**config.mk**
```make
export PLATFORM = sky130hd
export DESIGN_NAME = bcd2bin_seq_ctrl_flat
export DESIGN_NICKNAME = d
export VERILOG_FILES = /design/src/rtl/bcd2bin_seq_ctrl_pkg.sv /design/src/rtl/bcd2bin_seq_ctrl_if.sv /design/src/rtl/bcd2bin_seq_ctrl_addsub.sv /design/src/rtl/bcd2bin_seq_ctrl_chk.sv /design/src/rtl/bcd2bin_seq_ctrl_digit_sel.sv /design/src/rtl/bcd2bin_seq_ctrl.sv /design/src/flat_wrapper.sv
export SDC_FILE = /design/constraint.sdc
export NUM_CORES = 1
export LEC_CHECK = 0
export BUFFER_PORTS_ARGS = -buffer_cell sky130_fd_sc_hd__buf_4
export CORE_ASPECT_RATIO = 1.4
export CORE_UTILIZATION = 45
export DETAILED_ROUTE_END_ITERATION = 16
export SLEW_MARGIN = 30
export SYNTH_ARGS = -nofsm -noshare
export SYNTH_HDL_FRONTEND = slang
export SYNTH_HIERARCHICAL = 1
export SYNTH_SLANG_ARGS = --single-unit
```
**constraint.sdc**
```tcl
create_clock -name clk -period 3 [get_ports clk]
set_input_delay 0.15 -clock clk [delete_from_list [all_inputs] [get_ports clk]]
set_output_delay 0.15 -clock clk [all_outputs]
set_load 0.02 [all_outputs]
```
**src/rtl/bcd2bin_seq_ctrl_pkg.sv**
```systemverilog
// Shared types, constants and helpers for the sequential BCD-to-binary converter.
// Provides the FSM state encoding, the reverse double-dabble adjust constants and the result-width rule.
package bcd2bin_pkg;

    typedef enum logic [1:0] {
        ST_IDLE  = 2'd0,
        ST_SHIFT = 2'd1,
        ST_ADJ   = 2'd2,
        ST_FIN   = 2'd3
    } state_t;

    localparam logic [3:0] ADJ_VAL = 4'd3;
    localparam logic [3:0] ADJ_THR = 4'd8;
    localparam logic [3:0] BCD_MAX = 4'd9;

    // Smallest width able to hold 10^ndig - 1.
    function automatic int bin_w_for(input int ndig);
        longint p;
        int     w;
        p = 64'd1;
        for (int i = 0; i < ndig; i++) begin
            p = p * 64'd10;
        end
        w = 0;
        while ((64'd1 << w) < p) begin
            w = w + 1;
        end
        return w;
    endfunction

    function automatic logic digit_ok(input logic [3:0] d);
        return (d <= BCD_MAX);
    endfunction

endpackage

```
**src/rtl/bcd2bin_seq_ctrl_if.sv**
```systemverilog
// Request/response bundle between the BCD front end and the converter.
interface bcd2bin_seq_ctrl_if #(
    parameter int NDIG  = 2,
    parameter int BIN_W = 7
);
    logic                  start;
    logic [4*NDIG-1:0]     bcd_in;
    logic                  busy;
    logic                  done;
    logic                  err;
    logic [BIN_W-1:0]      bin_out;

    modport master (output start, output bcd_in,
                    input  busy,  input  done, input err, input bin_out);
    modport slave  (input  start, input  bcd_in,
                    output busy,  output done, output err, output bin_out);
endinterface

```
**src/rtl/bcd2bin_seq_ctrl_addsub.sv**
```systemverilog
// 4-bit adder/subtractor cell: ctrl=0 -> a+b, ctrl=1 -> a-b (two's complement).
module Adder_Subtractor (
    input  logic [3:0] a,
    input  logic [3:0] b,
    input  logic       ctrl,
    output logic [3:0] sum,
    output logic       cout
);
    logic [3:0] b_x_s;

    assign b_x_s       = b ^ {4{ctrl}};
    assign {cout, sum} = {1'b0, a} + {1'b0, b_x_s} + {4'b0000, ctrl};
endmodule

```
**src/rtl/bcd2bin_seq_ctrl_chk.sv**
```systemverilog
// Protocol and datapath invariants of the converter, kept apart from the design logic.
module bcd2bin_seq_ctrl_chk #(
    parameter int NDIG = 2
) (
    input logic              clk,
    input logic              rst_n,
    input logic              done,
    input logic              err,
    input logic              busy,
    input logic [4*NDIG-1:0] digits
);
    // A clean conversion must have drained every BCD digit into the binary field.
    a_digits_drained: assert property (@(posedge clk) disable iff (!rst_n)
        (done && !err) |-> (digits == '0));

    // done is always reported inside a busy window.
    a_done_in_busy: assert property (@(posedge clk) disable iff (!rst_n)
        done |-> busy);
endmodule

```
**src/rtl/bcd2bin_seq_ctrl_digit_sel.sv**
```systemverilog
// Selects the active BCD digit for the shared adjust cell and merges the adjusted digit back.
module bcd2bin_digit_sel #(
    parameter int NDIG  = 2,
    parameter int SEL_W = (NDIG > 1) ? $clog2(NDIG) : 1
) (
    input  logic [4*NDIG-1:0] digits,
    input  logic [SEL_W-1:0]  sel,
    input  logic [3:0]        wr_digit,
    input  logic              wr_en,
    output logic [3:0]        rd_digit,
    output logic [4*NDIG-1:0] digits_upd
);
    logic [3:0] dig_arr_s [NDIG];

    for (genvar i = 0; i < NDIG; i++) begin : g_dig
        assign dig_arr_s[i]         = digits[4*i +: 4];
        assign digits_upd[4*i +: 4] = (wr_en && (sel == SEL_W'(i))) ? wr_digit : digits[4*i +: 4];
    end

    assign rd_digit = dig_arr_s[sel];
endmodule

```
**src/rtl/bcd2bin_seq_ctrl.sv**
```systemverilog
// Sequential BCD-to-binary converter: reverse double-dabble, one shared 4-bit subtract cell,
// one digit adjusted per cycle between right shifts.
module bcd2bin_seq_ctrl
    import bcd2bin_pkg::*;
#(
    parameter int NDIG  = 2,
    parameter int BIN_W = 7
) (
    input logic               clk,
    input logic               rst_n,
    bcd2bin_seq_ctrl_if.slave bus
);
    localparam int W_W   = 4*NDIG + BIN_W;
    localparam int CNT_W = $clog2(BIN_W + 1);
    localparam int SEL_W = (NDIG > 1) ? $clog2(NDIG) : 1;
    localparam logic [CNT_W-1:0] CNT_LAST = CNT_W'(BIN_W - 1);
    localparam logic [CNT_W-1:0] CNT_ONE  = CNT_W'(1);
    localparam logic [SEL_W-1:0] SEL_LAST = SEL_W'(NDIG - 1);
    localparam logic [SEL_W-1:0] SEL_ONE  = SEL_W'(1);

    if ((NDIG < 2) || (NDIG > 4)) begin : g_bad_ndig
        $error("bcd2bin_seq_ctrl: NDIG must be 2..4");
    end
    if (BIN_W != bin_w_for(NDIG)) begin : g_bad_binw
        $error("bcd2bin_seq_ctrl: BIN_W must equal ceil(log2(10^NDIG))");
    end

    state_t             state_r;
    logic [W_W-1:0]     work_r;
    logic [CNT_W-1:0]   cnt_r;
    logic [SEL_W-1:0]   sel_r;
    logic               err_nxt_r;
    logic               busy_r;
    logic               done_r;
    logic               err_r;
    logic [BIN_W-1:0]   bin_r;

    logic [4*NDIG-1:0]  digits_s;
    logic [4*NDIG-1:0]  digits_upd_s;
    logic [W_W-1:0]     shifted_s;
    logic [3:0]         cur_digit_s;
    logic [3:0]         diff_s;
    logic               adj_we_s;
    logic               in_ok_s;
    logic               addsub_cout_unused;

    assign digits_s  = work_r[W_W-1:BIN_W];
    assign shifted_s = {1'b0, work_r[W_W-1:1]};
    assign adj_we_s  = (cur_digit_s >= ADJ_THR);

    bcd2bin_digit_sel #(.NDIG(NDIG), .SEL_W(SEL_W)) u_digit_sel (
        .digits     (digits_s),
        .sel        (sel_r),
        .wr_digit   (diff_s),
        .wr_en      (adj_we_s),
        .rd_digit   (cur_digit_s),
        .digits_upd (digits_upd_s)
    );

    // A digit >= 8 minus 3 never underflows, so the carry out carries no information.
    Adder_Subtractor u_addsub (
        .a    (cur_digit_s),
        .b    (ADJ_VAL),
        .ctrl (1'b1),
        .sum  (diff_s),
        .cout (addsub_cout_unused)
    );

    // Input validity: every incoming digit must be a legal BCD value.
    always_comb begin
        in_ok_s = 1'b1;
        for (int i = 0; i < NDIG; i++) begin
            in_ok_s = in_ok_s & digit_ok(bus.bcd_in[4*i +: 4]);
        end
    end

    // Conversion sequencer with registered handshake outputs.
    always_ff @(posedge clk or negedge rst_n) begin
        if (!rst_n) begin
            state_r   <= ST_IDLE;
            work_r    <= '0;
            cnt_r     <= '0;
            sel_r     <= '0;
            err_nxt_r <= 1'b0;
            busy_r    <= 1'b0;
            done_r    <= 1'b0;
            err_r     <= 1'b0;
            bin_r     <= '0;
        end else begin
            case (state_r)
                ST_IDLE: begin
                    if (bus.start && in_ok_s) begin
                        work_r    <= {bus.bcd_in, {BIN_W{1'b0}}};
                        cnt_r     <= '0;
                        sel_r     <= '0;
                        err_nxt_r <= 1'b0;
                        busy_r    <= 1'b1;
                        state_r   <= ST_SHIFT;
                    end else if (bus.start) begin
                        err_nxt_r <= 1'b1;
                        busy_r    <= 1'b1;
                        state_r   <= ST_FIN;
                    end else begin
                        state_r   <= ST_IDLE;
                    end
                end
                ST_SHIFT: begin
                    work_r <= shifted_s;
                    cnt_r  <= cnt_r + CNT_ONE;
                    if (cnt_r == CNT_LAST) begin
                        done_r  <= 1'b1;
                        err_r   <= 1'b0;
                        bin_r   <= shifted_s[BIN_W-1:0];
                        state_r <= ST_FIN;
                    end else begin
                        sel_r   <= '0;
                        state_r <= ST_ADJ;
                    end
                end
                ST_ADJ: begin
                    work_r <= {digits_upd_s, work_r[BIN_W-1:0]};
                    if (sel_r == SEL_LAST) begin
                        sel_r   <= '0;
                        state_r <= ST_SHIFT;
                    end else begin
                        sel_r   <= sel_r + SEL_ONE;
                        state_r <= ST_ADJ;
                    end
                end
                ST_FIN: begin
                    // Rejected input arrives here with done still low; raise it for one cycle first.
                    if (done_r) begin
                        done_r  <= 1'b0;
                        busy_r  <= 1'b0;
                        state_r <= ST_IDLE;
                    end else begin
                        done_r  <= 1'b1;
                        err_r   <= err_nxt_r;
                        bin_r   <= '0;
                        state_r <= ST_FIN;
                    end
                end
                default: begin
                    done_r  <= 1'b0;
                    busy_r  <= 1'b0;
                    state_r <= ST_IDLE;
                end
            endcase
        end
    end

    assign bus.busy    = busy_r;
    assign bus.done    = done_r;
    assign bus.err     = err_r;
    assign bus.bin_out = bin_r;

    bcd2bin_seq_ctrl_chk #(.NDIG(NDIG)) u_chk (
        .clk    (clk),
        .rst_n  (rst_n),
        .done   (done_r),
        .err    (err_r),
        .busy   (busy_r),
        .digits (digits_s)
    );
endmodule

```
**src/flat_wrapper.sv**
```systemverilog
// flat-port wrapper written by rule: the top's interface ports become plain ports
module bcd2bin_seq_ctrl_flat import bcd2bin_pkg::*;
#(
    parameter int NDIG  = 2,
    parameter int BIN_W = 7
)
  (clk, rst_n, bus_start, bus_bcd_in, bus_busy, bus_done, bus_err, bus_bin_out);
  bcd2bin_seq_ctrl_if #(.NDIG(NDIG), .BIN_W(BIN_W)) bus_i ();
  input logic clk;
  input logic rst_n;
  input wire logic [$bits(bus_i.start)-1:0] bus_start;
  input wire logic [$bits(bus_i.bcd_in)-1:0] bus_bcd_in;
  output wire logic [$bits(bus_i.busy)-1:0] bus_busy;
  output wire logic [$bits(bus_i.done)-1:0] bus_done;
  output wire logic [$bits(bus_i.err)-1:0] bus_err;
  output wire logic [$bits(bus_i.bin_out)-1:0] bus_bin_out;
  assign bus_i.start = bus_start;
  assign bus_i.bcd_in = bus_bcd_in;
  assign bus_busy = bus_i.busy;
  assign bus_done = bus_i.done;
  assign bus_err = bus_i.err;
  assign bus_bin_out = bus_i.bin_out;
  bcd2bin_seq_ctrl #(.NDIG(NDIG), .BIN_W(BIN_W)) u_core (.clk(clk), .rst_n(rst_n), .bus(bus_i));
endmodule
```
After elaboration in Yosys (flattened, before gate mapping):

Index checks and enable logic that the tools add are counted.

* flip-flop bits (word level): 32
* bits of input ports: 11
* output and inout bits: 10
* logic and storage cells: 86

* add/sub/neg operators: 4
* magnitude comparators: 4
* equal/unequal tests: 12
* multiplexer cells: 33
* bitwise logic cells: 4
* reductions and logical operators: 18

Operators by type and width (count)
* $pmux W15 S3: 1
* $mux W4: 5
* $reduce_and A3 Y1: 6
* $mux W15: 1
* $mux W7: 2
* $pmux W7 S2: 1
* $mux W1: 12
* $le A4 B4 Y1 const B: 2
* $mux W2: 4
* $ne A2 B2 Y1 const B: 4
* $pmux W2 S4: 1
* $reduce_bool A2 Y1: 4
* $ne A2 B1 Y1 const B: 3
* $pmux W1 S2: 3
* $pmux W3 S2: 1
* $reduce_and A2 Y1: 3
* $add A4 B1 Y4 const B: 1
* $add A4 B4 Y4 const B: 1
* $eq A2 B2 Y1 const B: 2
* $ge A4 B4 Y1 const B: 1
* $add A3 B1 Y3 const B: 1
* $eq A3 B3 Y1 const B: 1
* $logic_and A1 B1 Y1: 3
* $mux W3: 1
* 10 further kinds: 11

Longest topological paths before layout:

Gate-level depths: netlist (run 1).

* depth after elaboration: 8
* gate-level depth with buffers: 10
* mapped depth without buffers: 10

Hierarchy:

Netlist (run 1), hierarchy kept.

Modules (own cells, without submodules)
* bcd2bin_seq_ctrl: instances 1, cells each 157, area an instance 1594.0 µm²
* Adder_Subtractor: instances 1, cells each 20, area an instance 180.2 µm²
* bcd2bin_digit_sel: instances 1, cells each 14, area an instance 165.2 µm²

Least setup slack after synthesis (run 1):

Ideal clock, no wire load.

* path type: flip-flop to flip-flop
* start point: register u_core.sel_r
* end point: register u_core.work_r[13]
* data arrival time: 2.314 ns
* required time: 2.875 ns
* slack: 0.561 ns
* stages on the path, launching flop included: 10
* clock period less this slack: 2.439 ns
* cell sequence: dfrtp_1 mux2_2 mux2_4 fa_1 xor2_1 mux2_4 a22oi_1 nand2_1 o21ai_0 o21ai_1

* longest elaborated chain between the ends: 8

RTL lines
* start: declaration: RTL line bcd2bin_seq_ctrl.sv:31 `logic [SEL_W-1:0] sel_r;`
* start signal: assignment: RTL line bcd2bin_seq_ctrl.sv:126 `sel_r <= sel_r + SEL_ONE;`
* $not A1 Y2 (not written as such): RTL line bcd2bin_seq_ctrl_digit_sel.sv:20 `assign rd_digit = dig_arr_s[sel];`
* $mux W4 (not written as such) (3 in a row): RTL line bcd2bin_seq_ctrl_digit_sel.sv:20
* net u_core.cur_digit_s[0]: RTL line bcd2bin_seq_ctrl.sv:41 `logic [3:0] cur_digit_s;`
* $add A4 B4 Y4: RTL line bcd2bin_seq_ctrl_addsub.sv:12 `assign {cout, sum} = {1'b0, a} + {1'b0, b_x_s} + {4'b0000, ctrl};`
* $add A4 B1 Y4: RTL line bcd2bin_seq_ctrl_addsub.sv:12
* net u_core.diff_s[2]: RTL line bcd2bin_seq_ctrl.sv:42 `logic [3:0] diff_s;`
* $mux W4: RTL line bcd2bin_seq_ctrl_digit_sel.sv:17 `assign digits_upd[4*i +: 4] = (wr_en && (sel == SEL_W'(i))) ? wr_digit : digits[4*i +: 4];`
* net u_core.digits_upd_s[6]: RTL line bcd2bin_seq_ctrl.sv:39 `logic [4*NDIG-1:0] digits_upd_s;`
* $pmux W15 S3: RTL line bcd2bin_seq_ctrl.sv:90 `case (state_r)`
* end signal: assignment: RTL line bcd2bin_seq_ctrl.sv:93 `work_r <= {bus.bcd_in, {BIN_W{1'b0}}};`
* end signal: assignment: RTL line bcd2bin_seq_ctrl.sv:108 `work_r <= shifted_s;`
* end signal: assignment: RTL line bcd2bin_seq_ctrl.sv:121 `work_r <= {digits_upd_s, work_r[BIN_W-1:0]};`
* end: declaration: RTL line bcd2bin_seq_ctrl.sv:29 `logic [W_W-1:0] work_r;`

The timed path passes the listed nets, and every way through them passes these cells. The select of a mux whose other input is x is not followed.
A chain may end at the register's enable or synchronous reset.

Worst setup path after layout (run 1):

* start point: register u_core.sel_r
* end point: register u_core.work_r[9]

Same word-level chain as after synthesis.

==> results of run 1 <==
-- metal layers --
layer	vias to the layer above	track usage	wire length (µm)
met5	-	0	0
met4	0	0.0512	19
met3	2	0.0357	91
met2	21	0.372	2200
met1	723	0.257	1820
li1	734	-	-
-- sequential cells by signal, indices dropped and copies added (netlist names) --
signal	count
u_core/state_r	2
u_core/err_nxt_r	1
u_core/bus.err	1
u_core/cnt_r	3
u_core/bus.busy	1
u_core/sel_r	1
u_core/work_r	14
u_core/bus.done	1
u_core/bus.bin_out	7
-- power by group through the flow --
| stage | registers (mW) | clock network (mW) | logic [mW] |
|---|---|---|---|
| floorplan | 0.704 | 0 | 0.972 |
| global route | 0.740 | 0.452 | 1.37 |
| CTS | 0.715 | 0.434 | 1.22 |
| global placement | 0.716 | 0 | 1.17 |
| finish | 0.717 | 0.418 | 1.21 |
| detailed placement | 0.723 | 0 | 1.21 |
-- path summary, 6_finish.rpt --
check                      cells past startpoint                    end  slack [ns]        startpoint
setup reg to reg                               9       u_core/work_r[9]        0.38      u_core/sel_r
hold / removal                                 3      u_core/work_r[11]        0.17     bus_bcd_in[4]
min in group asynchronous                      2           u_core/sel_r        0.35             rst_n
setup / recovery                               9       u_core/work_r[9]        0.38      u_core/sel_r
max in group asynchronous                      2      u_core/work_r[10]        2.36             rst_n
hold reg to reg                                1  u_core/bus.bin_out[0]        0.50  u_core/work_r[1]
-- cell type report --
cell class | instances | area share
multi-input combinational | 149 | 0.491
sequential | 31 | 0.347
inverter | 8 | 0.0134
tap | 43 | 0.0241
timing repair buffer | 21 | 0.0716
clock inverter | 2 | 0.0157
clock buffer | 6 | 0.0369
-- stage by stage --
stage | setup slack, ns | hold WS, ns | util | power (mW)
after global placement | 0.429 | 0.104 | 0.524 | 1.89
after floorplan | 0.585 | -0.146 | - | 1.68
after global routing | 0.161 | 0.220 | 0.556 | 2.56
after detailed placement | 0.383 | 0.107 | 0.524 | 1.94
after CTS | 0.374 | 0.172 | 0.556 | 2.37
final | 0.384 | 0.173 | 0.556 | 2.35
-- worst reg2reg max path, stage by stage (launching register included) --
cell     delay (ns)
dfrtp_1        0.53
mux2_2         0.40
mux2_4         0.28
fa_1           0.37
xor2_1         0.20
mux2_2         0.28
a22oi_1        0.18
nand2_1        0.07
o21ai_0        0.09
o21ai_1        0.08
==> results by group, run 1 <==
Power and ir drop
  • Internal Pwr Total: 1.37 mW
  • Sw Ratio: 0.416
  • Leak pwr: 1.04 nW
  • Switching Power: about 0.98 mW
  • PD cells: 1050 nW/µm²
  • Maximum VDD drop: 0.511 mV
  • Sequential share of power: 0.305
  • Clock power share: 0.178
  • Combinational share of power: 0.517

Worst setup path
  • Critical Path RT: 3.15 ns
  • CP delay by family, top: multiplexers
  • Crit path launch type: flop
  • Crit path top cell by count: mux2_2
  • CP peak stage delay: 0.53 ns
  • CP max-delay cell: dfrtp_1
  • Crit path DAT: approximately 2.8 ns
  • Crit end category: flop
  • CP Max Fanout: 9
  • Critical path cell sequence: mux2_2 > mux2_4 > fa_1 > xor2_1 > mux2_2 > a22oi_1 > nand2_1 > o21ai_0 > o21ai_1
  • Buf+Inv Stages, Crit Path: 0
  • Setup Crit Path Kind: flop to flop

Timing
  • Fin. Hold Viols: 0
  • RSZ-0062 raised after global routing: false
  • Setup Viol. Count Final: 0
  • Fin. max-slew vios: 0
  • Relative slew slack: 0.559
  • Setup TNS: 0 ns
  • Slew of the pin with the lowest slew margin: 0.662 ns
  • Peak Freq: ~380 MHz
  • Clock Skew: 0.00702 ns
  • Period utilisation layout: 0.872
  • Fin crit period: 2.62 ns

Global routing
  • Vias in the first global route: ~1500
  • Largest net degree at the start of global routing: 32
  • First-pass GRT wire length: 7230 µm
  • Residual overflow from global routing: 0
  • All-Layer GR Usage: 0.208
  • Antenna violations before repair: 0

Placed design
  • DP Area: 2110 µm²
  • Placed cell count: 251
  • # port buffers: 20
  • Placed wire-length estimate: 3120 µm
  • RD Place Congestion: 0.803

Floorplanning
  • Initial Utilization: 0.479
  • Core Area: 4020 µm²
  • Die footprint: 4550 µm²
  • Die Wd: 57.3 µm
  • # IOs: 21
  • Die height: 79.4 µm
  • # rows: 27

Clocking
  • Later-pin clock latency in the skew report: 0.28 ns
  • CTS tree: done
  • Clock sink total: 31
  • # H-tree levels: 2
  • TritonCTS Buffers: 5
  • Post_cts resized: 0
  • Cts-stage hold buffer count: 1
  • Worst-path clk slew: 0.07 ns
  • Max Root-Sink Buffers: 2
  • Root buf cell: clkbuf_8
  • Post-CTS Setup Repair Bufs: 0

Drt
  • Drt first pass iters: 10
  • WL/cell: 15.9 µm
  • Via count: 1480
  • Antenna Nets Post-Route: 0
  • WL final: slightly above 4000 µm
  • DR DRC count: 2
  • Iter 0 DRT Violations: between 60 and 70
  • Drt via density: 5.69

Final layout
  • Area of the multi-input gates: 1100 µm²
  • Flip-flop and latch area: 776 µm²
  • Share of cells above drive strength 1: 0.253
  • Final #Nets: 238
  • Syn-to-layout area delta: 16.0%
  • Layout Cells excl Fill: 260
  • Commonest cells after routing, fill and taps aside: dfrtp_1, nand2_1, buf_4, a22o_1, o21ai_0
  • Commonest non-fill, non-tap cell in the layout: dfrtp_1
  • # diodes: 0
  • Fill count: 379
  • Finished Cell Area: around 2200 µm²

Logic synthesis
  • Cells after Synth: between 150 and 200
  • Avg Cell Area, Syn: 10.2 µm²
  • Post-Syn Area: 1930 µm²
  • Yosys warns: 6

Job
  • Max_cap viols: 0

Status
  • Failing checks: design-rule violations
  • Outcome: complete, but fails checks

Hold path
  • Hold crit path type: input pin to flop
Note: power is estimated with default switching activity, not from simulation.
==> inputs of run 2 (changes only) <==
--- a/config.mk
+++ b/config.mk
@@ -5,10 +5,14 @@
 export SDC_FILE = /design/constraint.sdc
 export NUM_CORES = 1
 export LEC_CHECK = 0
+export ABC_AREA = 1
 export BUFFER_PORTS_ARGS = -buffer_cell sky130_fd_sc_hd__buf_4
+export CELL_PAD_IN_SITES_DETAIL_PLACEMENT = 0
+export CELL_PAD_IN_SITES_GLOBAL_PLACEMENT = 2
 export CORE_ASPECT_RATIO = 1.4
-export CORE_UTILIZATION = 45
+export CORE_UTILIZATION = 33
 export DETAILED_ROUTE_END_ITERATION = 16
+export PLACE_DENSITY_LB_ADDON = 0.1
 export SLEW_MARGIN = 30
 export SYNTH_ARGS = -nofsm -noshare
 export SYNTH_HDL_FRONTEND = slang
==> run 2 against run 1 <==
  * The run now ends clean
  * Non-clock buffer count up 4
  * Via count grew 18%
  * Sequential cell count did not move
  * Clock power increased by 4%
  * Register-to-register slack improved by 0.36 ns
  * Count of clock-buffer cells in the layout unchanged
  * Critical path type unchanged
  * Critical endpoint is now u_core/work_r[13]
  * Largest power group unchanged
  * Highest routed layer unchanged
==> results by group, run 2 <==
Power and ir drop
  • Leak pwr: 1.33 nW (was 1.04 nW)
  • Maximum VDD drop: 0.289 mV (was 0.511 mV)
  • PD cells: 1000 nW/µm² (was 1050 nW/µm²)
  • Pwr Total: 2.37 mW (was 2.35 mW)

Final layout
  • Final #Nets: 331 (was 238)
  • Syn-to-layout area delta: 17.3% (was 16.0%)
  • Share of cells above drive strength 1: 0.148 (was 0.253)
  • Commonest cells after routing, fill and taps aside: nand2_1, nand3_1, dfrtp_1, buf_4, inv_1 (was dfrtp_1, nand2_1, buf_4, a22o_1, o21ai_0)
  • # diodes: 0 (unchanged)
  • Layout Cells excl Fill: 380 (was 260)
  • Max reg flops: 14 (unchanged)
  • Fill count: 636 (was 379)
  • Fin util: 0.403 (was 0.556)
  • Largest register by flop count: u_core/work_r (unchanged)
  • Finished Cell Area: 2360 µm² (was 2240 µm²)
  • Commonest non-fill, non-tap cell in the layout: nand2_1 (was dfrtp_1)

Clocking
  • Clock sink total: 31 (unchanged)
  • Later-pin clock latency in the skew report: 0.29 ns (was 0.28 ns)
  • TritonCTS Buffers: 5 (unchanged)
  • Root buf cell: clkbuf_8 (unchanged)
  • Worst-path clk slew: 0.07 ns (about the same)
  • Max Root-Sink Buffers: 2 (unchanged)
  • CTS tree: done (unchanged)
  • Post-CTS Setup Repair Bufs: 0 (unchanged)
  • # H-tree levels: 2 (unchanged)

Placed design
  • RD Place Congestion: 0.853 (was 0.803)
  • Placed wire-length estimate: 3720 µm (was 3120 µm)
  • DP Area: 2230 µm² (was 2110 µm²)
  • # port buffers: 20 (unchanged)
  • Pre-CTS worst setup slack: 0.715 ns (was 0.383 ns)
  • Placed cell count: 371 (was 251)

Worst setup path
  • CP startpoint: u_core/sel_r (unchanged)
  • Critical path cell sequence: inv_6 > nand2_1 > nand2_1 > nand2_1 > nand2_2 > fa_1 > xor2_1 > nand3_1 > nand2_1 > nand2_1 > a31oi_1 > nand3_1 > nand2_1 (was mux2_2 > mux2_4 > fa_1 > xor2_1 > mux2_2 > a22oi_1 > nand2_1 > o21ai_0 > o21ai_1)
  • Critical Path RT: 3.23 ns (was 3.15 ns)
  • Crit path top cell by count: nand2_1 (was mux2_2)
  • Crit path DAT: 2.49 ns (was 2.76 ns)
  • Crit end category: flop (unchanged)
  • R2R Path Start: u_core/sel_r (unchanged)
  • Setup Crit Path Kind: flop to flop (unchanged)
  • Crit path launch type: flop (unchanged)
  • CP peak stage delay: 0.65 ns (was 0.53 ns)
  • CP max-delay cell: dfrtp_1 (unchanged)
  • CP Max Fanout: 13 (was 9)

Timing
  • Setup Viol. Count Final: 0 (unchanged)
  • Period utilisation layout: 0.753 (was 0.872)
  • RSZ-0062 raised after global routing: false (unchanged)
  • Fin crit period: 2.26 ns (was 2.62 ns)
  • Hold slack final: 0.210 ns (was 0.173 ns)
  • Setup TNS: 0 ns (unchanged)
  • Fin. Hold Viols: 0 (unchanged)
  • Fin. max-slew vios: 0 (unchanged)
  • Peak Freq: 443 MHz (was 382 MHz)
  • Setup ws final: 0.741 ns (was 0.384 ns)
  • Clock Skew: 0.00427 ns (was 0.00702 ns)

Floorplanning
  • Die Wd: 68.0 µm (was 57.3 µm)
  • Die footprint: 6420 µm² (was 4550 µm²)
  • # IOs: 21 (unchanged)
  • Core Area: 5860 µm² (was 4020 µm²)
  • Die height: 94.4 µm (was 79.4 µm)
  • # rows: 33 (was 27)
  • Initial Utilization: 0.343 (was 0.479)

Logic synthesis
  • Avg Cell Area, Syn: 7.22 µm² (was 10.2 µm²)
  • Yosys warns: 6 (unchanged)
  • Cells after Synth: 279 (was 189)
  • Post-Syn Area: 2010 µm² (was 1930 µm²)

Global routing
  • All-Layer GR Usage: 0.172 (was 0.208)
  • Antenna violations before repair: 0 (unchanged)
  • First-pass GRT wire length: 8140 µm (was 7230 µm)
  • Largest net degree at the start of global routing: 32 (unchanged)
  • Residual overflow from global routing: 0 (unchanged)
  • Vias in the first global route: 1701 (was 1499)

Drt
  • Iter 0 DRT Violations: 67 (unchanged)
  • WL/cell: 12.8 µm (was 15.9 µm)
  • Via count: 1746 (was 1480)
  • Antenna Nets Post-Route: 0 (unchanged)
  • DR DRC count: 0 (was 2)
  • Drt via density: 4.59 (was 5.69)
  • Drt first pass iters: 4 (was 10)
  • WL final: 4880 µm (was 4140 µm)

Job
  • Max_cap viols: 0 (unchanged)

Hold path
  • Worst Min Path Start: bus_start (was bus_bcd_in[4])
  • Hold crit path type: input pin to flop (unchanged)

Status
  • Outcome: completed (was complete, but fails checks)
-- run 2: repair_timing --
item | in CTS | in global routing
hold buffers | 1 | 0
gates resized for setup | 0 | 0
endpoints found under the setup margin | 0 | 0
hold endpoints to repair | 31 | 0
-- run 2: path summary, 6_finish.rpt --
kind / endpoint / slack, ns / cells past startpoint
worst max-delay path: u_core/work_r[13] / 0.74 / 13
worst min-delay path: u_core/state_r[1] / 0.21 / 4
worst max register to register: u_core/work_r[13] / 0.74 / 13
worst min register to register: u_core/bus.bin_out[2] / 0.48 / 2
max in group asynchronous: u_core/sel_r / 2.36 / 2
min in group asynchronous: u_core/work_r[11] / 0.33 / 2
-- run 2: area by class of cell --
cell class / count / area [µm²] / area share
clock buffer: 6 / 82.6 / 0.0350
sequential: 31 / 776 / 0.328
clock inverter: 2 / 35.0 / 0.0148
multi-input combinational: 220 / 1090 / 0.461
tap: 70 / 87.6 / 0.0371
timing repair buffer: 25 / 190 / 0.0805
inverter: 26 / 103 / 0.0434
-- run 2: power by group --
group / switching, mW / internal [mW] / total (mW)
Combinational: 0.791 / 0.450 / 1.24
Sequential: 0.144 / 0.550 / 0.694
Clock: 0.165 / 0.269 / 0.434
Total: 1.10 / 1.27 / 2.37
-- run 2: layer usage --
metal | GRT usage | part of all wire | vias up
met3 | 0.0326 | 0.025 | 5
met2 | 0.319 | 0.54 | 29
met5 | 0 | 0 | -
met1 | 0.191 | 0.42 | 792
li1 | - | - | 920
met4 | 0.0521 | 0.014 | 0
-- run 2: worst max-delay path: cells and delay by family, from the launching register on --
kind	cells	cell delay, ns
buf+inv	1	0.09
compound gates	1	0.17
flops	1	0.65
simple gates	9	0.72
xor+xnor	1	0.21
fa+ha+maj	1	0.37
